## config.mk

```make
export PLATFORM = sky130hd
export DESIGN_NAME = alu_seq_flat
export DESIGN_NICKNAME = d
export VERILOG_FILES = /design/src/rtl/alu_seq_pkg.sv /design/src/rtl/alu_seq_if.sv /design/src/rtl/alu_seq_iter.sv /design/src/rtl/alu_seq.sv /design/src/flat_wrapper.sv
export SDC_FILE = /design/constraint.sdc
export NUM_CORES = 1
export LEC_CHECK = 0
export ABC_AREA = 1
export ABC_CLOCK_PERIOD_IN_PS = 2710
export CAP_MARGIN = 10
export CORE_ASPECT_RATIO = 0.6
export CORE_UTILIZATION = 60
export CTS_CLUSTER_SIZE = 28
export DETAILED_ROUTE_END_ITERATION = 8
export DONT_BUFFER_PORTS = 1
export GPL_TIMING_DRIVEN = 0
export PLACE_DENSITY = 0.72
export SETUP_SLACK_MARGIN = 0.5
export SLEW_MARGIN = 20
export SYNTH_ARGS = -nofsm -noshare
export SYNTH_HDL_FRONTEND = slang
export SYNTH_SLANG_ARGS = --single-unit
```

## constraint.sdc

```tcl
create_clock -name clk -period 2.71 [get_ports clk]
set_input_delay 0.542 -clock clk [delete_from_list [all_inputs] [get_ports clk]]
set_output_delay 0.542 -clock clk [all_outputs]
set_load 0.05 [all_outputs]
```

## src/rtl/alu_seq_pkg.sv

```systemverilog
// alu_seq_pkg: opcodes, FSM states and helpers shared by the sequential ALU
package alu_seq_pkg;

   localparam logic [3:0] OP_ADD = 4'd0;
   localparam logic [3:0] OP_SUB = 4'd1;
   localparam logic [3:0] OP_AND = 4'd2;
   localparam logic [3:0] OP_OR  = 4'd3;
   localparam logic [3:0] OP_XOR = 4'd4;
   localparam logic [3:0] OP_NOT = 4'd5;
   localparam logic [3:0] OP_SHL = 4'd6;
   localparam logic [3:0] OP_SHR = 4'd7;
   localparam logic [3:0] OP_MUL = 4'd8;

   typedef enum logic [1:0] {IDLE, BUSY, DONE} state_t;

   function automatic logic is_multicycle(input logic [3:0] op, input int amt);
      return op == OP_MUL || ((op == OP_SHL || op == OP_SHR) && amt != 0);
   endfunction

endpackage

```

## src/rtl/alu_seq_if.sv

```systemverilog
// alu_seq_if: issue/writeback handshake bundle; OverflowFlag exists only with ALU_SEQ_OVF_FLAG_EN
interface alu_seq_if #(parameter int WIDTH = 8);

   logic             in_valid;
   logic             in_ready;
   logic [WIDTH-1:0] A;
   logic [WIDTH-1:0] B;
   logic [3:0]       op_sel;
   logic             out_valid;
   logic             out_ready;
   logic [WIDTH-1:0] Result;
   logic             CarryOut;
   logic             ZeroFlag;
   logic             IllegalOp;
`ifdef ALU_SEQ_OVF_FLAG_EN
   logic             OverflowFlag;
`endif

   modport master (
      output in_valid, A, B, op_sel, out_ready,
      input  in_ready, out_valid, Result, CarryOut, ZeroFlag, IllegalOp
`ifdef ALU_SEQ_OVF_FLAG_EN
      , OverflowFlag
`endif
   );

   modport slave (
      input  in_valid, A, B, op_sel, out_ready,
      output in_ready, out_valid, Result, CarryOut, ZeroFlag, IllegalOp
`ifdef ALU_SEQ_OVF_FLAG_EN
      , OverflowFlag
`endif
   );

endinterface

```

## src/rtl/alu_seq_iter.sv

```systemverilog
// alu_seq_iter: one-step-per-cycle shift and shift-add multiply datapath
module alu_seq_iter
   import alu_seq_pkg::*;
#(
   parameter int WIDTH   = 8,
   parameter int SHAMT_W = $clog2(WIDTH) + 1
) (
   input  logic               clk,
   input  logic               rst_n,
   input  logic               start,
   input  logic [3:0]         op,
   input  logic [WIDTH-1:0]   a,
   input  logic [WIDTH-1:0]   b,
   input  logic [SHAMT_W-1:0] amt,
   output logic               done,
   output logic [WIDTH-1:0]   res,
   output logic               carry
);

   localparam logic [SHAMT_W-1:0] W_AMT = SHAMT_W'(WIDTH);

   logic                 busy, mul, shl;
   logic [SHAMT_W-1:0]   cnt, tgt;
   logic [WIDTH-1:0]     sh, mp, sh_nxt;
   logic [2*WIDTH-1:0]   acc, mc, acc_nxt;
   logic                 c_nxt;

   // Values after this cycle's step; the top captures them on the final step
   always_comb begin
      sh_nxt  = shl ? sh << 1 : sh >> 1;
      c_nxt   = shl ? sh[WIDTH-1] : sh[0];
      acc_nxt = mp[0] ? acc + mc : acc;
   end

   assign done  = busy && (cnt + 1'b1 == tgt);
   assign res   = mul ? acc_nxt[WIDTH-1:0] : sh_nxt;
   assign carry = mul ? |acc_nxt[2*WIDTH-1:WIDTH] : c_nxt;

   // Load operands on start, then advance one shift or add step per cycle
   always_ff @(posedge clk or negedge rst_n) begin
      if (!rst_n) begin
         busy <= 1'b0;
         mul  <= 1'b0;
         shl  <= 1'b0;
         cnt  <= '0;
         tgt  <= '0;
         sh   <= '0;
         mp   <= '0;
         acc  <= '0;
         mc   <= '0;
      end else if (start) begin
         busy <= 1'b1;
         mul  <= op == OP_MUL;
         shl  <= op == OP_SHL;
         cnt  <= '0;
         tgt  <= op == OP_MUL ? W_AMT : amt;
         sh   <= a;
         mp   <= b;
         acc  <= '0;
         mc   <= {{WIDTH{1'b0}}, a};
      end else if (busy) begin
         busy <= !done;
         cnt  <= cnt + 1'b1;
         sh   <= sh_nxt;
         acc  <= acc_nxt;
         mc   <= mc << 1;
         mp   <= mp >> 1;
      end
   end

endmodule

```

## src/rtl/alu_seq.sv

```systemverilog
// alu_seq: handshaked WIDTH-bit ALU with iterative shift/multiply; optional ALU_SEQ_OVF_FLAG_EN adds OverflowFlag
module alu_seq
   import alu_seq_pkg::*;
#(
   parameter int WIDTH   = 8,
   parameter int SHAMT_W = $clog2(WIDTH) + 1
) (
   input logic      clk,
   input logic      rst_n,
   alu_seq_if.slave ifc
);

   localparam logic [SHAMT_W-1:0] W_AMT = SHAMT_W'(WIDTH);

   state_t               state, state_nxt;
   logic                 accept, multi, it_done, it_carry, sc_c, sc_ill;
   logic [SHAMT_W-1:0]   amt;
   logic [WIDTH-1:0]     it_res, sc_res;

   assign ifc.in_ready  = state == IDLE || (state == DONE && ifc.out_ready);
   assign ifc.out_valid = state == DONE;
   assign accept        = ifc.in_valid && ifc.in_ready;
   assign amt           = ifc.B[SHAMT_W-1:0] > W_AMT ? W_AMT : ifc.B[SHAMT_W-1:0];
   assign multi         = is_multicycle(ifc.op_sel, int'(amt));

   alu_seq_iter #(.WIDTH(WIDTH), .SHAMT_W(SHAMT_W)) u_iter (
      .clk   (clk),
      .rst_n (rst_n),
      .start (accept && multi),
      .op    (ifc.op_sel),
      .a     (ifc.A),
      .b     (ifc.B),
      .amt   (amt),
      .done  (it_done),
      .res   (it_res),
      .carry (it_carry)
   );

   // Single-cycle results; shifts by zero pass A through unchanged
   always_comb begin
      sc_res = '0;
      sc_c   = 1'b0;
      sc_ill = 1'b0;
      case (ifc.op_sel)
         OP_ADD:                 {sc_c, sc_res} = {1'b0, ifc.A} + {1'b0, ifc.B};
         OP_SUB: begin
            sc_res = ifc.A - ifc.B;
            sc_c   = ifc.A < ifc.B;
         end
         OP_AND:                 sc_res = ifc.A & ifc.B;
         OP_OR:                  sc_res = ifc.A | ifc.B;
         OP_XOR:                 sc_res = ifc.A ^ ifc.B;
         OP_NOT:                 sc_res = ~ifc.A;
         OP_SHL, OP_SHR, OP_MUL: sc_res = ifc.A;
         default:                sc_ill = 1'b1;
      endcase
   end

   // State register
   always_ff @(posedge clk or negedge rst_n) begin
      if (!rst_n) state <= IDLE;
      else        state <= state_nxt;
   end

   // Next state; a DONE result consumed alongside a new accept chains straight on
   always_comb begin
      state_nxt = state;
      state_nxt = state == BUSY                   ? (it_done ? DONE : BUSY) :
                  accept                          ? (multi ? BUSY : DONE) :
                  state == DONE && !ifc.out_ready ? DONE : IDLE;
   end

   // Result and flags change only when a new result completes, so they hold under backpressure
   always_ff @(posedge clk or negedge rst_n) begin
      if (!rst_n) begin
         ifc.Result    <= '0;
         ifc.CarryOut  <= 1'b0;
         ifc.ZeroFlag  <= 1'b0;
         ifc.IllegalOp <= 1'b0;
      end else if (accept && !multi) begin
         ifc.Result    <= sc_res;
         ifc.CarryOut  <= sc_c;
         ifc.ZeroFlag  <= sc_res == '0;
         ifc.IllegalOp <= sc_ill;
      end else if (it_done) begin
         ifc.Result    <= it_res;
         ifc.CarryOut  <= it_carry;
         ifc.ZeroFlag  <= it_res == '0;
         ifc.IllegalOp <= 1'b0;
      end
   end

`ifdef ALU_SEQ_OVF_FLAG_EN
   logic mul_r, sc_ovf;

   assign sc_ovf = ifc.op_sel == OP_ADD ? (ifc.A[WIDTH-1] == ifc.B[WIDTH-1] && sc_res[WIDTH-1] != ifc.A[WIDTH-1]) :
                   ifc.op_sel == OP_SUB ? (ifc.A[WIDTH-1] != ifc.B[WIDTH-1] && sc_res[WIDTH-1] != ifc.A[WIDTH-1]) :
                   1'b0;

   // Signed overflow for ADD/SUB; for MUL it mirrors the high-product carry
   always_ff @(posedge clk or negedge rst_n) begin
      if (!rst_n) begin
         mul_r            <= 1'b0;
         ifc.OverflowFlag <= 1'b0;
      end else if (accept) begin
         mul_r <= ifc.op_sel == OP_MUL;
         if (!multi) ifc.OverflowFlag <= sc_ovf;
      end else if (it_done) begin
         ifc.OverflowFlag <= mul_r && it_carry;
      end
   end
`endif

endmodule
```

## src/flat_wrapper.sv

```systemverilog
// flat-port wrapper written by rule: the top's interface ports become plain ports
module alu_seq_flat import alu_seq_pkg::*;
#(
   parameter int WIDTH   = 8,
   parameter int SHAMT_W = $clog2(WIDTH) + 1
)
  (clk, rst_n, ifc_in_valid, ifc_A, ifc_B, ifc_op_sel, ifc_out_ready, ifc_in_ready, ifc_out_valid, ifc_Result, ifc_CarryOut, ifc_ZeroFlag, ifc_IllegalOp);
  alu_seq_if #(.WIDTH(WIDTH)) ifc_i ();
  input logic clk;
  input logic rst_n;
  input wire logic [$bits(ifc_i.in_valid)-1:0] ifc_in_valid;
  input wire logic [$bits(ifc_i.A)-1:0] ifc_A;
  input wire logic [$bits(ifc_i.B)-1:0] ifc_B;
  input wire logic [$bits(ifc_i.op_sel)-1:0] ifc_op_sel;
  input wire logic [$bits(ifc_i.out_ready)-1:0] ifc_out_ready;
  output wire logic [$bits(ifc_i.in_ready)-1:0] ifc_in_ready;
  output wire logic [$bits(ifc_i.out_valid)-1:0] ifc_out_valid;
  output wire logic [$bits(ifc_i.Result)-1:0] ifc_Result;
  output wire logic [$bits(ifc_i.CarryOut)-1:0] ifc_CarryOut;
  output wire logic [$bits(ifc_i.ZeroFlag)-1:0] ifc_ZeroFlag;
  output wire logic [$bits(ifc_i.IllegalOp)-1:0] ifc_IllegalOp;
  assign ifc_i.in_valid = ifc_in_valid;
  assign ifc_i.A = ifc_A;
  assign ifc_i.B = ifc_B;
  assign ifc_i.op_sel = ifc_op_sel;
  assign ifc_i.out_ready = ifc_out_ready;
  assign ifc_in_ready = ifc_i.in_ready;
  assign ifc_out_valid = ifc_i.out_valid;
  assign ifc_Result = ifc_i.Result;
  assign ifc_CarryOut = ifc_i.CarryOut;
  assign ifc_ZeroFlag = ifc_i.ZeroFlag;
  assign ifc_IllegalOp = ifc_i.IllegalOp;
  alu_seq #(.WIDTH(WIDTH), .SHAMT_W(SHAMT_W)) u_core (.clk(clk), .rst_n(rst_n), .ifc(ifc_i));
endmodule
```

# Word-level counts from Yosys, hierarchy flattened

Cells that the tools add are included.

Register bits after elaboration: 72
Output and inout port bits: 13
Word-level logic and storage cells: 93

Add/sub/neg operators: 4
Magnitude comparators: 2
Eq/ne operators: 11
Muxes and demuxes: 35
Bitwise operators: 4
Reductions and logical operators: 23

Operator list:

| cell                                          | number |
|---|---|
| two-way mux 16 bit                            | 5 |
| two-way mux 8 bit                             | 8 |
| case mux 8 bit (7 select lines)               | 1 |
| adder 16 bit                                  | 1 |
| == test 4 x 3 -> 1 bit, second input constant | 4 |
| logical NOT 8 bit                             | 2 |
| two-way mux 4 bit                             | 4 |
| two-way mux 1 bit                             | 11 |
| two-way mux 2 bit                             | 5 |
| adder 8 x 8 -> 9 bit                          | 1 |
| OR reduction 9 bit                            | 1 |
| AND 8 bit                                     | 1 |
| == test 4 x 2 -> 1 bit, second input constant | 2 |
| < comparator 8 bit                            | 1 |
| NOT 8 bit                                     | 1 |
| bitwise OR 8 bit                              | 1 |
| OR reduction 8 bit                            | 1 |
| subtractor 8 bit                              | 1 |
| XOR 8 bit                                     | 1 |
| logical AND 1 bit                             | 7 |
| adder 4 x 1 -> 4 bit, second input constant   | 1 |
| == test 4 x 1 -> 1 bit, second input constant | 1 |
| == test 4 bit                                 | 1 |
| == test 4 bit, second input constant          | 1 |
| other kinds (11)                              | 16 |

# Depth between registers and ports, before layout

Depth in word-level cells: 8
Depth in mapped cells: 18

# Cells and area by module

A second synthesis with hierarchy kept.

Cells, all modules: 856
Area total of the unflattened synthesis: 5779.3 um^2

Modules (own cells, without submodules):

| module       | instances | cells an instance | area an instance (um^2) |
|---|---|---|---|
| alu_seq_iter | 1         | 491               | 3647.2 |
| alu_seq      | 1         | 365               | 2132.0 |

# Worst setup path after synthesis

No wires, ideal clock.

Path kind: in2reg
Start point: input port ifc_B[0]
End point: register u_core.ifc.ZeroFlag
Setup time: 0.077 ns
Arrival time: 2.108 ns
Required time: 2.633 ns
Slack: 0.525 ns
Stages on the path: 10
Cells stage by stage: ha_1 fa_1 or2_2 nand3_1 nand3_1 nor2_1 nand3_1 nor2_1 nand4_1 a21oi_1

Longest elaborated chain between the ends: 8
Elaborated cells on any way between the ends: 16
Those cells by class: add/sub: 2; order compare: 1; mux: 3; bitwise: 3; reduce/logical: 7

Ends and longest elaborated chain:

| item                                                                     | RTL line           | source |
|---|---|---|
| start: declaration                                                       | flat_wrapper.sv:13 | `input wire logic [$bits(ifc_i.B)-1:0] ifc_B;` |
| parallel branches: the longest is 8 deep, another holds subtractor 8 bit | --                 |  |
| end signal: assignment                                                   | alu_seq.sv:78      | `ifc.ZeroFlag <= 1'b0;` |
| end signal: assignment                                                   | alu_seq.sv:83      | `ifc.ZeroFlag <= sc_res == '0;` |
| end signal: assignment                                                   | alu_seq.sv:88      | `ifc.ZeroFlag <= it_res == '0;` |
| end: declaration                                                         | alu_seq_if.sv:29   | `output in_ready, out_valid, Result, CarryOut, ZeroFlag, IllegalOp` |

Several ways; the timed one is not identified.
A chain may end at the register's enable or synchronous reset.

# Final worst setup path

Start point: register u_core.u_iter.acc[0]
End point: register u_core.ifc.ZeroFlag

Longest elaborated chain between the ends: 6

Ends and longest elaborated chain:

| item                     | RTL line           | source |
|---|---|---|
| start: declaration       | alu_seq_iter.sv:25 | `logic [2*WIDTH-1:0] acc, mc, acc_nxt;` |
| start signal: assignment | alu_seq_iter.sv:65 | `acc <= acc_nxt;` |
| adder 16 bit             | alu_seq_iter.sv:32 | `acc_nxt = mp[0] ? acc + mc : acc;` |
| two-way mux 16 bit (*)   | alu_seq_iter.sv:32 |  |
| two-way mux 8 bit (*)    | alu_seq_iter.sv:36 | `assign res = mul ? acc_nxt[WIDTH-1:0] : sh_nxt;` |
| logical NOT 8 bit (*)    | alu_seq.sv:88      |  |
| two-way mux 1 bit (*)    | alu_seq.sv:85      | `end else if (it_done) begin` |
| two-way mux 1 bit (*)    | alu_seq.sv:80      | `end else if (accept && !multi) begin` |

Mark *: on every way between the ends. The rest lies on a longest branch, timed or not. The select of a mux whose other input is x is not followed.

==> reports/metrics.yaml <==
status: "finished with violations"
failed_checks: "negative hold slack"
placed_cell_area_um2: 6010
design.core.area_um2: 9320
vias: 6159
synth.distinct_cells: 44
fin_crit_ns: 2.43
die_y_um: 78.5
drive_gt1_share_pct: 15.9
initial_core_util_pct: 62.7
r2r_slack_ns: 0.28
rsz0062_at_grt: "true"
path_clk_slew_ns: 0.06
final.setup_skew_ns: 0.00613
tightest_slew_ns: 0.875
ys_seq_elements: 72
num_antenna_cells: 0
final_nets: 970
syn_inst: 874
hold_violations: 72
crit_required_ns: 2.97
cts_sinks: 72
grt_pass1_vias: 5609
port_buffers: 0
critPathArrivalTime_ns: 2.69
root_buffer: "clkbuf_16"
dieArea_um2: 10200
dp_hpwl_um: 14000
overflow: 0
rows: 27
antenna_found_initial: 0
ios: 37
synth_area_um2: 5850
syn_to_final_growth_pct: 15.8
maxCapViolCount: 0
vias_per_cell: 5.93
setup.worst_path.start_class: "flop"
wire_per_inst_um: 18.1
cts_tree: "done"
finalWeightedCongestion: 0.995
holdWs_ns: -0.100
dr.pass1.iters: 6
grt_pass1_wl_um: 28800
syn_area_per_cell_um2: 6.69
path_class: "flop to flop"
drc: 0
detail_route.iter0.violations: 795
clock_latency_ns: 0.34
period_share_pct: 89.7
seq_area_frac_synth_pct: 30.8
die_w_um: 129
grt_usage_pct: 38.0
routed_wirelength_um: 18800
cp_max_fo: 2
setup.worst_path.end_class: "flop"
powerDensity_nw_per_um2: 1010
setup_tns_ns: 0
syn_nets: 941
slew_violations: 0
ys_warn_count: 0
p_leak_nw: 3.50
r2r_start: "u_core.u_iter.acc[0]$_DFFE_PN0P_"
finalSetupViolCount: 0
cts_buffers: 9
h-tree-depth: 3
design_area_um2: 6770
hp-class: "input pin to asynchronous set/reset pin"
postRouteAntennaNets: 0
clk_path_buf_depth: 2
max_freq_ghz: 0.411
irDropWorstVdd_mv: 0.692
grt_max_degree: 73
cp-startpoint: "u_core.u_iter.acc[0]$_DFFE_PN0P_"
slew_headroom_pct: 41.4
## cells by family after synthesis
logic type	Yosys count	share of synthesized area (%)
AOI/OAI and AO/OA	112	12.1
adders and majority gates	43	9.59
buffers and inverters	175	12.1
and+or+nand+nor	466	34.6
xor gates and xnor gates	6	0.899
DFF	72	30.8
## per-layer routing
metal / vias to the layer above / GRT usage, % / wire length (µm)
li1: 2862 / - / -
met1: 2879 / 56.6 / 8480
met2: 386 / 50.9 / 7450
met3: 32 / 14.4 / 2660
met4: 0 / 8.14 / 227
met5: - / 0 / 0
## power breakdown
group          internal (mW)  switching, mW
Combinational           1.37           2.29
Sequential              1.48          0.603
Clock                  0.645          0.474
Total                   3.50           3.37
## registers in the layout, indices dropped and copies added, names as in the netlist
register / flops
u_core.u_iter.tgt: 4
u_core.u_iter.mp: 8
u_core.u_iter.mul: 1
u_core.u_iter.cnt: 4
u_core.u_iter.acc: 16
u_core.ifc.IllegalOp: 1
u_core.u_iter.mc: 16
u_core.state: 2
u_core.u_iter.shl: 1
u_core.u_iter.sh: 8
u_core.ifc.CarryOut: 1
u_core.ifc.ZeroFlag: 1
u_core.u_iter.busy: 1
u_core.ifc.Result: 8
## Yosys cell counts (all sizes together)
library cell	count	area share, %
or2	6	0.64
o21ai	37	3.2
o221ai	15	2.4
nand3b	2	0.26
nor3	1	0.086
o311ai	1	0.15
xnor2	3	0.45
a22oi	1	0.13
fa	3	1.0
o31ai	1	0.13
clkbuf	2	0.13
a21oi	25	2.2
nor3b	1	0.21
nand3	86	7.9
and2	4	0.43
xor2	3	0.45
o22ai	14	1.5
dfrtp	72	31
a21o	3	0.39
nand4	17	1.9
nor2	62	4.3
a22o	1	0.15
ha	40	8.6
o211ai	13	1.7
buf	18	1.9
nand2	287	19
inv	155	10
a32o	1	0.17
## layout by cell type, fill, tap and decap left out, types with 3 or more instances in the layout
cell / instances
or2_2: 5
a21oi_1: 20
o211ai_1: 13
nand3_2: 8
o21ai_1: 12
ha_4: 8
buf_2: 12
o22ai_1: 12
inv_1: 146
nor2_4: 5
nand3_1: 74
a21oi_2: 5
o221ai_1: 14
nand2_2: 20
nand3_4: 4
o21ai_0: 21
ha_1: 29
xnor2_1: 3
a21o_1: 3
ha_2: 3
dfrtp_1: 71
nand2_4: 6
xor2_1: 3
buf_6: 8
nand4_1: 16
and2_1: 4
inv_2: 8
nand2_1: 261
clkinvlp_4: 3
o21ai_2: 4
nor2_2: 9
buf_4: 14
nor2_1: 48
clkbuf_16: 9
## cell type report
class	instances	area, µm²
Fill cell	756	2550
Tap cell	130	163
Sequential cell	72	1800
Inverter	155	584
Timing Repair Buffer	18	150
Buffer	20	120
Multi-Input combinational cell	627	3670
Clock buffer	10	239
Clock inverter	6	45.0
## what timing repair did
action	CTS	global route
hold endpoints to repair	72	72
resized for setup	35	50
endpoints found under the setup margin	5	14
pin swaps	19	27
setup buffers	11	7
## critical path: stages (launching register included)
cell	delay (ns)
dfrtp_1	0.42
ha_4	0.18
inv_2	0.04
fa_2	0.52
nand2_2	0.05
o21ai_2	0.08
nand2_1	0.10
o21ai_2	0.09
nand2_1	0.08
nor2_2	0.14
nand3_2	0.10
nor2_2	0.15
nand2_1	0.09
nor2_1	0.11
nor2_1	0.05
a21oi_1	0.14
## worst paths after layout
path,end,cells past startpoint
setup / recovery,u_core.ifc.ZeroFlag$_DFFE_PN0P_,15
hold / removal,u_core.u_iter.acc[1]$_DFFE_PN0P_,0
setup reg to reg,u_core.ifc.ZeroFlag$_DFFE_PN0P_,15
hold reg to reg,u_core.u_iter.mp[5]$_DFFE_PN0P_,2
max in group asynchronous,u_core.u_iter.cnt[0]$_DFFE_PN0P_,0
min in group clk,u_core.state[1]$_DFF_PN0_,1
## through the flow
| step | std cells | util [%] | setup WS (ns) | hold slack [ns] | total power, mW |
|---|---|---|---|---|---|
| floorplan | 874 | - | 0.525 | 0.246 | 4.17 |
| global placement | 1004 | 64.4 | 0.144 | 0.248 | 4.79 |
| detailed placement | 1004 | 64.4 | 0.0848 | 0.248 | 4.91 |
| CTS | 1031 | 69.5 | 0.433 | -0.102 | 6.24 |
| global route | 1038 | 72.6 | 0.214 | -0.111 | 7.27 |
| finish | 1038 | 72.6 | 0.279 | -0.100 | 6.86 |
No activity file was read; power rests on OpenSTA's default activity.
